### src/rtl/llc_req_decoder_pkg.sv
// LLC request definitions: trace op codes, queued request layout and
// small decode helpers shared by the request decoder.
package LLC_defs;

   localparam int unsigned TAG_BITS    = 12;
   localparam int unsigned INDEX       = 14;
   localparam int unsigned BYTE_OFFSET = 6;

   typedef enum logic [3:0] {
      OP_READ      = 4'd0,
      OP_WRITE     = 4'd1,
      OP_IFETCH    = 4'd2,
      OP_SNP_READ  = 4'd3,
      OP_SNP_WRITE = 4'd4,
      OP_SNP_RWIM  = 4'd5,
      OP_SNP_INV   = 4'd6,
      OP_CLEAR     = 4'd8,
      OP_PRINT     = 4'd9
   } op_t;

   typedef struct packed {
      op_t                    op;
      logic [TAG_BITS-1:0]    tag;
      logic [INDEX-1:0]       index;
      logic [BYTE_OFFSET-1:0] offset;
   } req_t;

   // Codes 7 and 10-15 have no operation behind them.
   function automatic logic is_legal(input logic [3:0] cmd);
      return (cmd <= 4'd6) || (cmd == 4'd8) || (cmd == 4'd9);
   endfunction

   function automatic logic is_snoop(input op_t op);
      return (op == OP_SNP_READ) || (op == OP_SNP_WRITE) ||
             (op == OP_SNP_RWIM) || (op == OP_SNP_INV);
   endfunction

   function automatic logic is_cpu(input op_t op);
      return (op == OP_READ) || (op == OP_WRITE) || (op == OP_IFETCH);
   endfunction

endpackage

### src/rtl/llc_req_decoder_fifo.sv
// llc_fifo: generic valid/ready FIFO with registered in_ready and a
// one-cycle write-to-head latency. DEPTH must be a power of two >= 2.
module llc_fifo #(
   parameter int unsigned WIDTH = 36,
   parameter int unsigned DEPTH = 8
) (
   input  logic                     clk,
   input  logic                     rst_n,
   input  logic                     in_valid,
   output logic                     in_ready,
   input  logic [WIDTH-1:0]         in_data,
   output logic                     out_valid,
   input  logic                     out_ready,
   output logic [WIDTH-1:0]         out_data,
   output logic [$clog2(DEPTH):0]   occupancy
);

   localparam int unsigned AW = $clog2(DEPTH);
   localparam logic [AW:0] FULL_CNT = (AW+1)'(DEPTH);

   logic [WIDTH-1:0] mem [DEPTH];
   logic [AW-1:0]    wr_ptr;
   logic [AW-1:0]    rd_ptr;
   logic [AW:0]      count;
   logic [AW:0]      count_nxt;
   logic             push;
   logic             pop;

   assign push      = in_valid && in_ready;
   assign pop       = out_valid && out_ready;
   assign out_valid = (count != '0);
   assign out_data  = mem[rd_ptr];
   assign occupancy = count;

   // Occupancy after the coming edge; drives the registered ready.
   always_comb begin
      count_nxt = count;
      case ({push, pop})
         2'b10:   count_nxt = count + 1'b1;
         2'b01:   count_nxt = count - 1'b1;
         default: count_nxt = count;
      endcase
   end

   // Pointers, count and ready; ready looks at post-edge occupancy so a
   // full queue never accepts in the same cycle it pops.
   always_ff @(posedge clk or negedge rst_n) begin
      if (!rst_n) begin
         wr_ptr   <= '0;
         rd_ptr   <= '0;
         count    <= '0;
         in_ready <= 1'b0;
      end else begin
         if (push) wr_ptr <= wr_ptr + 1'b1;
         if (pop)  rd_ptr <= rd_ptr + 1'b1;
         count    <= count_nxt;
         in_ready <= (count_nxt < FULL_CNT);
      end
   end

   // Storage array; contents are don't-care until written.
   always_ff @(posedge clk) begin
      if (push) mem[wr_ptr] <= in_data;
   end

endmodule

### src/rtl/llc_req_decoder.sv
// llc_req_decoder: decodes trace commands into LLC requests and queues
// them for the cache controller. Define LLC_REQ_STATS_EN to build the
// CPU/snoop request counters; otherwise the stat ports tie to zero.
module llc_req_decoder
   import LLC_defs::*;
#(
   parameter int unsigned DEPTH = 8
) (
   input  logic                    clk,
   input  logic                    rst_n,
   input  logic                    in_valid,
   output logic                    in_ready,
   input  logic [3:0]              in_cmd,
   input  logic [31:0]             in_addr,
   output logic                    out_valid,
   input  logic                    out_ready,
   output op_t                     out_op,
   output logic [TAG_BITS-1:0]     out_tag,
   output logic [INDEX-1:0]        out_index,
   output logic [BYTE_OFFSET-1:0]  out_offset,
   output logic                    out_snoop,
   output logic                    err_cmd,
   output logic [$clog2(DEPTH):0]  occupancy,
   output logic [31:0]             stat_cpu_reqs,
   output logic [31:0]             stat_snoop_reqs
);

   localparam int unsigned RW = $bits(req_t);

   logic          cmd_legal;
   logic          fifo_push;
   req_t          in_entry;
   req_t          head;
   logic [RW-1:0] fifo_rdata;

   assign cmd_legal = is_legal(in_cmd);
   assign fifo_push = in_valid && cmd_legal;

   // Split the byte address; CLEAR/PRINT carry no address.
   always_comb begin
      in_entry.op     = op_t'(in_cmd);
      in_entry.tag    = in_addr[31 -: TAG_BITS];
      in_entry.index  = in_addr[BYTE_OFFSET +: INDEX];
      in_entry.offset = in_addr[BYTE_OFFSET-1:0];
      if ((in_cmd == 4'd8) || (in_cmd == 4'd9)) begin
         in_entry.tag    = '0;
         in_entry.index  = '0;
         in_entry.offset = '0;
      end
   end

   llc_fifo #(
      .WIDTH (RW),
      .DEPTH (DEPTH)
   ) u_fifo (
      .clk       (clk),
      .rst_n     (rst_n),
      .in_valid  (fifo_push),
      .in_ready  (in_ready),
      .in_data   (in_entry),
      .out_valid (out_valid),
      .out_ready (out_ready),
      .out_data  (fifo_rdata),
      .occupancy (occupancy)
   );

   assign head = req_t'(fifo_rdata);

   // Head fields read as zero whenever nothing is presented.
   always_comb begin
      out_op     = OP_READ;
      out_tag    = '0;
      out_index  = '0;
      out_offset = '0;
      out_snoop  = 1'b0;
      if (out_valid) begin
         out_op     = head.op;
         out_tag    = head.tag;
         out_index  = head.index;
         out_offset = head.offset;
         out_snoop  = is_snoop(head.op);
      end
   end

   // Illegal codes are swallowed on transfer and flagged for one cycle.
   always_ff @(posedge clk or negedge rst_n) begin
      if (!rst_n) err_cmd <= 1'b0;
      else        err_cmd <= in_valid && in_ready && !cmd_legal;
   end

`ifdef LLC_REQ_STATS_EN
   logic enq;
   assign enq = in_valid && in_ready && cmd_legal;

   // Saturating counts of enqueued CPU and snoop requests.
   always_ff @(posedge clk or negedge rst_n) begin
      if (!rst_n) begin
         stat_cpu_reqs   <= '0;
         stat_snoop_reqs <= '0;
      end else begin
         if (enq && is_cpu(in_entry.op) && (stat_cpu_reqs != '1))
            stat_cpu_reqs <= stat_cpu_reqs + 1'b1;
         if (enq && is_snoop(in_entry.op) && (stat_snoop_reqs != '1))
            stat_snoop_reqs <= stat_snoop_reqs + 1'b1;
      end
   end
`else
   assign stat_cpu_reqs   = '0;
   assign stat_snoop_reqs = '0;
`endif

endmodule

### config.mk
export PLATFORM = sky130hd
export DESIGN_NAME = llc_req_decoder
export DESIGN_NICKNAME = d
export VERILOG_FILES = /design/src/rtl/llc_req_decoder_pkg.sv /design/src/rtl/llc_req_decoder_fifo.sv /design/src/rtl/llc_req_decoder.sv
export SDC_FILE = /design/constraint.sdc
export NUM_CORES = 1
export LEC_CHECK = 0
export BUFFER_PORTS_ARGS = -buffer_cell sky130_fd_sc_hd__buf_4
export CAP_MARGIN = 20
export CORE_MARGIN = 2
export CORE_UTILIZATION = 53
export DETAILED_ROUTE_END_ITERATION = 10
export PLACE_DENSITY = 0.84
export SLEW_MARGIN = 20
export SYNTH_ARGS = -nofsm -noshare
export SYNTH_HDL_FRONTEND = slang
export SYNTH_SLANG_ARGS = --single-unit
export TNS_END_PERCENT = 100
### constraint.sdc
create_clock -name clk -period 4.75 [get_ports clk]
set_input_delay 0.2375 -clock clk [delete_from_list [all_inputs] [get_ports clk]]
set_output_delay 0.2375 -clock clk [all_outputs]
set_load 0.02 [all_outputs]
==> reports/results.tsv, run 1 <==
metric	value	unit
status	finished, final reports clean	
post-synthesis sequential area ratio	0.7273	
overall die height	156.4	um
global-route wire length before repair	36950	um
Max-Cap Viols	0	
top post-synthesis cells by area	edfxtp_1 (70%), mux4_2 (13%), buf_4 (4.3%)	
RR Endpoint	u_fifo.in_ready	
Sink Count	300	
Num CTS Buffers	28	
slew margin rel.	0.2556	
Post-synth EDFFs	288	
Worst VDD drop	0.4860	mV
initial antenna violation count	0	
die width	156.4	um
average cell area after synthesis	19.66	um^2
Tmin final	3.312	ns
max-slew violation count	0	
Syn-to-layout area delta	13.80	%
Sum Neg Setup Slack	0	ns
site row count	55	
CTS tree	done	
final HPWL from detailed placement	13660	um
Total Die Area	0.02445	mm^2
Total Wirelength	24290	um
GP Congestion	0.7440	
reg-to-reg slack, setup	1.44	ns
Worst Hold Class	in2reg	
design area	0.01400	mm^2
Critical Path AT	3.71	ns
Max clock buf depth	3	
Synth top cells by count	edfxtp_1 (288), mux4_2 (72), buf_4 (71)	
ant diodes	0	
port buffer count	83	
HP Start	in_valid	
Yosys reg bits	300	
Nets	775	
WL/cell	23.49	um
Area after DPL	0.01306	mm^2
final hold viol count	0	
crit end category	flip-flop	
Worst Path Required	5.15	ns
# fillers	1545	
Routed Antenna Nets	0	
actual slew at the worst max-slew pin	1.117	ns
Power Density	591.0	mW/mm^2
hold worst-path end	err_cmd	
count leader, synth	edfxtp_1	
Setup crit start kind	flip-flop	
Ports	148	
root buffer cell	clkbuf_16	
total grt overflow	0	
post-DR vias/cell	5.744	
H-tree levels	1	
Post-Synthesis Cells	626	
Synth Flop Type	edfxtp_1	
Final Cycle Share	0.6973	
postcts setup bufs	0	
DRC viols	0	
worst clock skew	0.01320	ns
reg2reg path depth	10	
Ys Warns	0	
Core Util, Final	0.6166	
vias in the first global route	6205	
core box area	0.02271	mm^2
Setup Viol. Count Final	0	
Async SR Flop Fraction	0.04000	
total number of vias	5939	
initial core utilization	0.5418	
GRT Resource Usage Total	0.2051	
largest net degree at the start of global routing	73	
launch point of the worst reg-to-reg path	u_fifo.occupancy[1]	
Yosys top cell by area	edfxtp_1	
CP max FO	37	
FMAX	301.9	MHz
layout cells sized above 1	0.2977	
LEAKAGE	0.004881	uW
initial detailed-routing violation count	495	
hold depth	3	
count of cell types in the netlist	34	
RSZ-0062 raised after global routing	false	
worst skew pair latency	0.54	ns
drt first pass iters	4	
post-synth top area share	0.7029	
Mapped Area	0.01230	mm^2
clk slew on worst S/H paths	0.06	ns
Crit Path Class	reg2reg	
registers in the layout (all words and copies together) (netlist names), named ones only:
name and cells:
u_fifo.wr_ptr 3, u_fifo.in_ready 1, u_fifo.mem 288, err_cmd 1, u_fifo.occupancy 3, u_fifo.rd_ptr 3
critical path, cell delays in order (launching register included):
cell and delay, ns:
dfrtp_1 0.48, nor4_4 0.30, buf_4 0.49, inv_2 0.10, and2_1 0.26, ha_1 0.30
ha_1 0.36, a31o_1 0.24, a221oi_1 0.30, o21ai_1 0.17, xor2_1 0.18
metrics by stage:
stage | power, uW | instances | setup slack, ns | hold slack, ns
global route | 8624 | 1034 | 1.237 | 0.02663
CTS | 8353 | 1034 | 1.371 | 0.01974
floorplan | 5266 | 689 | 0.7624 | -0.05809
finish | 8275 | 1034 | 1.438 | 0.02745
global placement | 6080 | 979 | 1.595 | 0.08059
detailed placement | 6172 | 979 | 1.472 | 0.08616
worst max-delay path by stage:
stage | cells after the start | slack, ns | endpoint | from
final | 10 | 1.44 | u_fifo.in_ready | u_fifo.occupancy[1]
after global routing | 5 | 1.24 | out_snoop | u_fifo.rd_ptr[0]
after CTS | 5 | 1.37 | out_tag[1] | u_fifo.rd_ptr[0]
after detailed placement | 10 | 1.47 | u_fifo.in_ready | u_fifo.occupancy[1]
after global placement | 10 | 1.59 | u_fifo.in_ready | u_fifo.occupancy[1]
after floorplan | 4 | 0.76 | u_fifo.mem[0][0] | u_fifo.in_ready
area by class of cell:
class                           instances  area, um^2  area share
Clock buffer                           34       744.5     0.05317
Timing Repair Buffer                  101       770.7     0.05504
Clock inverter                         16       147.6     0.01054
Inverter                                2       7.507   0.0005361
Multi-Input combinational cell        296        3018      0.2155
Sequential cell                       300        8957      0.6397
Tap cell                              285       356.6     0.02547
report_power, final:
| part | total (uW) | switching [uW] | leakage (uW) | internal (uW) |
|---|---|---|---|---|
| logic | 2610 | 1330 | 0.00170 | 1280 |
| clock network | 2160 | 896 | 0.000434 | 1270 |
| registers | 3500 | 407 | 0.00275 | 3100 |
layout by cell type, fill, tap and decap left out, drive strengths merged, types with 2 or more instances in the layout:
cell | Yosys | final
mux2i | 36 | 36
mux4 | 72 | 72
inv | 2 | 2
ha | 6 | 6
xor2 | 4 | 4
edfxtp | 288 | 288
clkinv | 0 | 12
nor2 | 44 | 44
clkbuf | 12 | 34
nor2b | 32 | 32
dlygate4sd3 | 0 | 5
o21ai | 4 | 4
xnor2 | 4 | 4
nand2 | 11 | 11
buf | 79 | 96
nand2b | 3 | 3
mux2 | 2 | 2
nor3 | 3 | 3
dfrtp | 12 | 12
bufinv | 0 | 3
a221oi | 2 | 2
conb | 1 | 64
per-layer routing:
layer	track usage	wire length, um
met2	0.3686	13000
met5	0	0
met4	0.06029	401
met3	0.03212	1724
met1	0.2596	9165
cells by family after synthesis:
group,Yosys count,synth area share
flops,300,0.7273
buf+inv,93,0.05156
xor+xnor,8,0.005694
mux,110,0.1632
other cells,1,0.0003048
compound gates,11,0.006406
simple gates,97,0.03946
fa+ha+maj,6,0.006101
repair_timing:
action,4_1_cts,5_1_grt
hold buffers,5,0
resized for setup,0,0
hold endpoints to repair,44,0
No activity file was read; power rests on OpenSTA's default activity.
==> run 2, diff against run 1 <==
CORE_UTILIZATION = 52   (was 53)
PLACE_DENSITY = 0.85   (was 0.84)
clock period = 3 ns   (was 4.75 ns; I/O delays follow)
==> reports/results.tsv, run 2 (synthesis gave the netlist of run 1 again) <==
metric	value	unit	change
status	finished, final reports clean		unchanged
DRC viols	0		unchanged
total grt overflow	0		unchanged
Max-Cap Viols	0		unchanged
Setup Viol. Count Final	0		unchanged
Routed Antenna Nets	0		unchanged
GP Congestion	0.7592		was 0.7440
Setup crit start kind	flip-flop		unchanged
most frequent cells in the layout	edfxtp_1 (288), buf_4 (97), mux4_2 (72)		was edfxtp_1 (288), buf_4 (96), mux4_2 (72)
WL/cell	22.83	um	was 23.49 um
slew margin rel.	0.5899		was 0.2556
crit end category	flip-flop		unchanged
Critical Path AT	3.25	ns	was 3.71 ns
Total Wirelength	24700	um	was 24290 um
max-slew violation count	0		unchanged
LEAKAGE	0.004985	uW	was 0.004881 uW
worst clock skew	0.01704	ns	was 0.01320 ns
initial antenna violation count	0		unchanged
Tmin final	2.830	ns	was 3.312 ns
Worst Setup Slack post-DPL	0.2430	ns	was 1.472 ns
FMAX	353.4	MHz	was 301.9 MHz
Crit Path Class	reg2reg		unchanged
# fillers	1577		was 1545
RSZ-0062 raised after global routing	false		unchanged
final HPWL from detailed placement	14160	um	was 13660 um
Max clock buf depth	3		unchanged
root buffer cell	clkbuf_16		unchanged
layout cells sized above 1	0.3106		was 0.2977
actual slew at the worst max-slew pin	0.6151	ns	was 1.117 ns
worst hold margin	0.07443	ns	was 0.02745 ns
GRT Resource Usage Total	0.2020		was 0.2051
Num CTS Buffers	29		was 28
Top reg by flops	u_fifo.mem		unchanged
largest net degree at the start of global routing	38		was 73
commonest non-fill, non-tap cell in the layout	edfxtp_1		unchanged
post-DR vias/cell	5.565		was 5.744
H-tree levels	1		unchanged
Final WS setup	0.1700	ns	was 1.438 ns
drt first pass iters	5		was 4
Worst Hold Class	in2reg		unchanged
vias in the first global route	6184		was 6205
worst skew pair latency	0.55	ns	was 0.54 ns
Final Cycle Share	0.9433		was 0.6973
max reg flops	288		unchanged
CP max FO	6		was 37
Nets	787		was 775
final hold viol count	0		unchanged
Ports	148		unchanged
site row count	56		was 55
Worst Path Required	3.42	ns	was 5.15 ns
ant diodes	0		unchanged
Power Density	936.8	mW/mm^2	was 591.0 mW/mm^2
Worst VDD drop	0.6646	mV	was 0.4860 mV
Sink Count	300		unchanged
die width	157.8	um	was 156.4 um
total number of vias	6021		was 5939
port buffer count	83		unchanged
global-route wire length before repair	36980	um	was 36950 um
clk slew on worst S/H paths	0.06	ns	about the same
core box area	0.02333	mm^2	was 0.02271 mm^2
initial detailed-routing violation count	468		was 495
CTS tree	done		unchanged
Syn-to-layout area delta	16.26	%	was 13.80%
overall die height	157.8	um	was 156.4 um
initial core utilization	0.5273		was 0.5418
Total Die Area	0.02491	mm^2	was 0.02445 mm^2
-- run 2: cell types whose count changed in the layout (fill, tap and decap cells not counted), moves of 2 or more --
cell,before,now
buf_12,0,7
clkinv_1,8,6
clkinvlp_4,1,3
dlygate4sd3_1,5,7
nor3_2,2,0
nor3_4,0,2
-- run 2: metrics by stage --
step	TNS (ns)	cells	cell area (um^2)	total power (uW)	utilization
after floorplan	-3.140	689	12550	8340	-
after global placement	0	1021	13260	9753	0.5684
after detailed placement	0	1021	13260	9845	0.5684
after CTS	0	1081	14280	13480	0.6120
after global routing	0	1082	14310	13960	0.6131
final	0	1082	14310	13400	0.6131
-- run 2: area by class of cell --
class / count / area, um^2 / share of cell area
Clock buffer: 35 / 748.2 / 0.05230
Inverter: 2 / 7.507 / 0.0005248
Multi-Input combinational cell: 296 / 3030 / 0.2118
Timing Repair Buffer: 112 / 963.4 / 0.06735
Clock inverter: 18 / 197.7 / 0.01382
Sequential cell: 300 / 8959 / 0.6263
Tap cell: 319 / 399.1 / 0.02790
-- run 2: repair_timing --
item,in CTS,in global routing
endpoints found under the hold margin,45,0
setup buffers,0,1
gates resized for setup,0,1
hold buffers,7,0
endpoints found under the setup margin,0,3
-- run 2: worst max-delay path, stage by stage (launching register included) --
cell and delay, ns:
dfrtp_1 0.48, nor4_4 0.33, inv_2 0.07, and2_1 0.24
ha_1 0.31, ha_1 0.36, a31o_1 0.24, a221oi_1 0.33
o21ai_1 0.18, xor2_1 0.17
-- run 2: metal layers --
metal  part of all wire  global-route usage  routed length (um)
met5                  0                   0                   0
met4              0.021             0.05887                 527
met3              0.065             0.02518                1610
met2               0.51              0.3453               12620
met1               0.40              0.2760                9949
-- run 2: worst paths after layout --
check	start	endpoint	slack [ns]	cells after the start
setup / recovery	u_fifo.occupancy[0]	u_fifo.in_ready	0.17	9
hold / removal	out_ready	u_fifo.rd_ptr[0]	0.07	3
setup reg to reg	u_fifo.occupancy[0]	u_fifo.in_ready	0.17	9
hold reg to reg	u_fifo.wr_ptr[0]	u_fifo.wr_ptr[0]	0.54	2
max in group asynchronous	rst_n	u_fifo.rd_ptr[0]	1.89	3
min in group asynchronous	rst_n	u_fifo.occupancy[2]	0.69	3
-- run 2: power breakdown --
part | switching [uW] | leakage, uW | internal (uW)
clock network | 1490 | 0.000451 | 2120
logic | 2370 | 0.00179 | 2130
registers | 397 | 0.00275 | 4910
total | 4250 | 0.00498 | 9150
==> run 3, diff against run 2 <==
CORE_UTILIZATION = 53   (was 52)
PLACE_DENSITY = 0.84   (was 0.85)
clock period = 2.82 ns   (was 3 ns; I/O delays follow)
==> reports/results.tsv, run 3 (synthesis gave the netlist of run 1 again) <==
metric	value	unit	change
status	finished, final reports clean		unchanged
Worst VDD drop	0.8563	mV	was 0.6646 mV
overall die height	156.4	um	was 157.8 um
total number of vias	6038		was 6021
layout cells sized above 1	0.3220		was 0.3106
commonest non-fill, non-tap cell in the layout	edfxtp_1		unchanged
Syn-to-layout area delta	16.33	%	was 16.26%
max-slew violation count	0		unchanged
Sink Count	300		unchanged
Gate power share	0.339		was 0.335
initial antenna violation count	0		unchanged
global-route wire length before repair	36250	um	was 36980 um
slowest cell on the critical path	dfrtp_4		was dfrtp_1
worst setup path start	u_fifo.rd_ptr[0]		was u_fifo.occupancy[0]
share of power burned in registers	0.394		was 0.396
crit end category	output pin		was flip-flop
drt first pass iters	6		was 5
sw frac	0.3177		was 0.3171
initial detailed-routing violation count	379		was 468
Max clock buf depth	3		unchanged
cell internal pwr	9677	uW	was 9151 uW
clock share of power	0.267		was 0.269
total grt overflow	0		unchanged
GP Congestion	0.7337		was 0.7592
initial core utilization	0.5418		was 0.5273
Sum Neg Setup Slack	0	ns	unchanged
post-DR vias/cell	5.740		was 5.565
actual slew at the worst max-slew pin	0.5719	ns	was 0.6151 ns
CP max FO	11		was 6
final HPWL from detailed placement	13570	um	was 14160 um
Top reg by flops	u_fifo.mem		unchanged
final hold viol count	0		unchanged
Power Density	990.8	mW/mm^2	was 936.8 mW/mm^2
LEAKAGE	0.004996	uW	was 0.004985 uW
Total Die Area	0.02445	mm^2	was 0.02491 mm^2
Worst Hold Class	in2reg		unchanged
slew margin rel.	0.6175		was 0.5899
CTS tree	done		unchanged
die width	156.4	um	was 157.8 um
cells along the critical path	mux4_2 -> mux2i_1 -> o21ai_0 -> and4b_1 -> buf_4		was nor4_4 -> inv_2 -> and2_1 -> ha_1 -> ha_1 -> a31o_1 -> a221oi_1 -> o21ai_1 -> xor2_1
Max-Cap Viols	0		unchanged
Storage cell area	0.008960	mm^2	was 0.008959 mm^2
largest net degree at the start of global routing	37		was 38
Final Cycle Share	0.9306		
Setup crit start kind	flip-flop		unchanged
Crit Path Class	reg2out		was reg2reg
Total Wirelength	23990	um	was 24700 um
RSZ-0062 raised after global routing	false		unchanged
clk slew on worst S/H paths	0.06	ns	about the same
area taken by multi-input logic gates	0.003052	mm^2	was 0.003030 mm^2
Worst Path Required	2.68	ns	was 3.42 ns
Critical Path AT	2.48	ns	was 3.25 ns
Tmin final	2.624	ns	
launch point of the worst reg-to-reg path	u_fifo.occupancy[2]		was u_fifo.occupancy[0]
Core Util, Final	0.6303		was 0.6131
core box area	0.02271	mm^2	was 0.02333 mm^2
port buffer count	83		unchanged
worst clock skew	0.005429	ns	was 0.01704 ns
sw power	4505	uW	was 4250 uW
Nets	789		was 787
critical path's largest stage delay	0.57	ns	was 0.48 ns
Setup Viol. Count Final	0		unchanged
DRC viols	0		unchanged
vias in the first global route	6243		was 6184
CP Buf/Inv Count	1		unchanged
ant diodes	0		unchanged
# fillers	1487		was 1577
WL/cell	22.80	um	was 22.83 um
Routed Antenna Nets	0		unchanged
most frequent cells in the layout	edfxtp_1 (288), buf_4 (96), mux4_2 (72)		was edfxtp_1 (288), buf_4 (97), mux4_2 (72)
FMAX	381.0	MHz	
H-tree levels	1		unchanged
cell family with most CP delay	multiplexers		was compound AO/OA/AOI/OAI gates
Num CTS Buffers	30		was 29
worst skew pair latency	0.54	ns	was 0.55 ns
HP Start	out_ready		unchanged
max reg flops	288		unchanged
site row count	55		was 56
GRT Resource Usage Total	0.2004		was 0.2020
root buffer cell	clkbuf_16		unchanged
Ports	148		unchanged
==> run 3: worst register-to-register path, stage by stage, from the launching register on <==
cell and delay (ns):
dfrtp_2 0.46, nor4_4 0.32, inv_2 0.09, and2_1 0.24
ha_2 0.27, ha_4 0.25, a31o_1 0.23, a221oi_2 0.30
o21ai_1 0.16, xor2_1 0.17
==> run 3: stage by stage <==
| stage | hold WS (ns) | instances | area (um^2) | setup slack (ns) | power [uW] |
|---|---|---|---|---|---|
| 5_1_grt | 0.08030 | 1052 | 14310 | 0.07894 | 14780 |
| 3_5_place_dp | -0.009821 | 988 | 13270 | 0.1903 | 10470 |
| 3_3_place_gp | -0.01594 | 988 | 13270 | 0.2729 | 10360 |
| 2_1_floorplan | -0.1546 | 689 | 12570 | -0.2058 | 8890 |
| 6_report | 0.06791 | 1052 | 14310 | 0.1957 | 14180 |
| 4_1_cts | 0.04855 | 1052 | 14310 | 0.08219 | 14300 |
==> run 3: timing repair <==
action | CTS | global route
hold buffers | 7 | 0
resized for setup | 0 | 2
setup buffers | 1 | 0
hold endpoints to repair | 45 | 0
pin swaps | 0 | 0
endpoints found under the setup margin | 1 | 2
==> run 3: power by group through the flow <==
stage	clock [uW]	sequential (uW)	combinational [uW]
6_report	3780	5590	4810
5_1_grt	4010	5620	5150
4_1_cts	3830	5590	4880
3_5_place_dp	0	5720	4750
3_3_place_gp	0	5680	4680
2_1_floorplan	0	5480	3410
==> run 3: layout make-up <==
class / count / share of cell area
multi-input combinational: 296 / 0.2132
tap: 285 / 0.02491
clock buffer: 34 / 0.05498
inverter: 2 / 0.0005245
timing repair buffer: 113 / 0.06862
sequential: 300 / 0.6260
clock inverter: 22 / 0.01180
==> run 3: final timing paths <==
kind | end | slack [ns] | cells after the start
setup / recovery | out_snoop | 0.20 | 5
hold / removal | u_fifo.rd_ptr[0] | 0.07 | 3
setup reg to reg | u_fifo.in_ready | 0.21 | 9
hold reg to reg | u_fifo.occupancy[0] | 0.56 | 1
max in group asynchronous | u_fifo.rd_ptr[0] | 1.70 | 3
min in group asynchronous | u_fifo.rd_ptr[1] | 0.69 | 3
==> run 3: layer usage <==
layer,share of wire,GRT usage,vias to the layer above
li1,-,-,2573
met1,0.38,0.2535,3134
met2,0.53,0.3669,293
met3,0.069,0.03019,38
met4,0.019,0.04675,0
met5,0,0,-
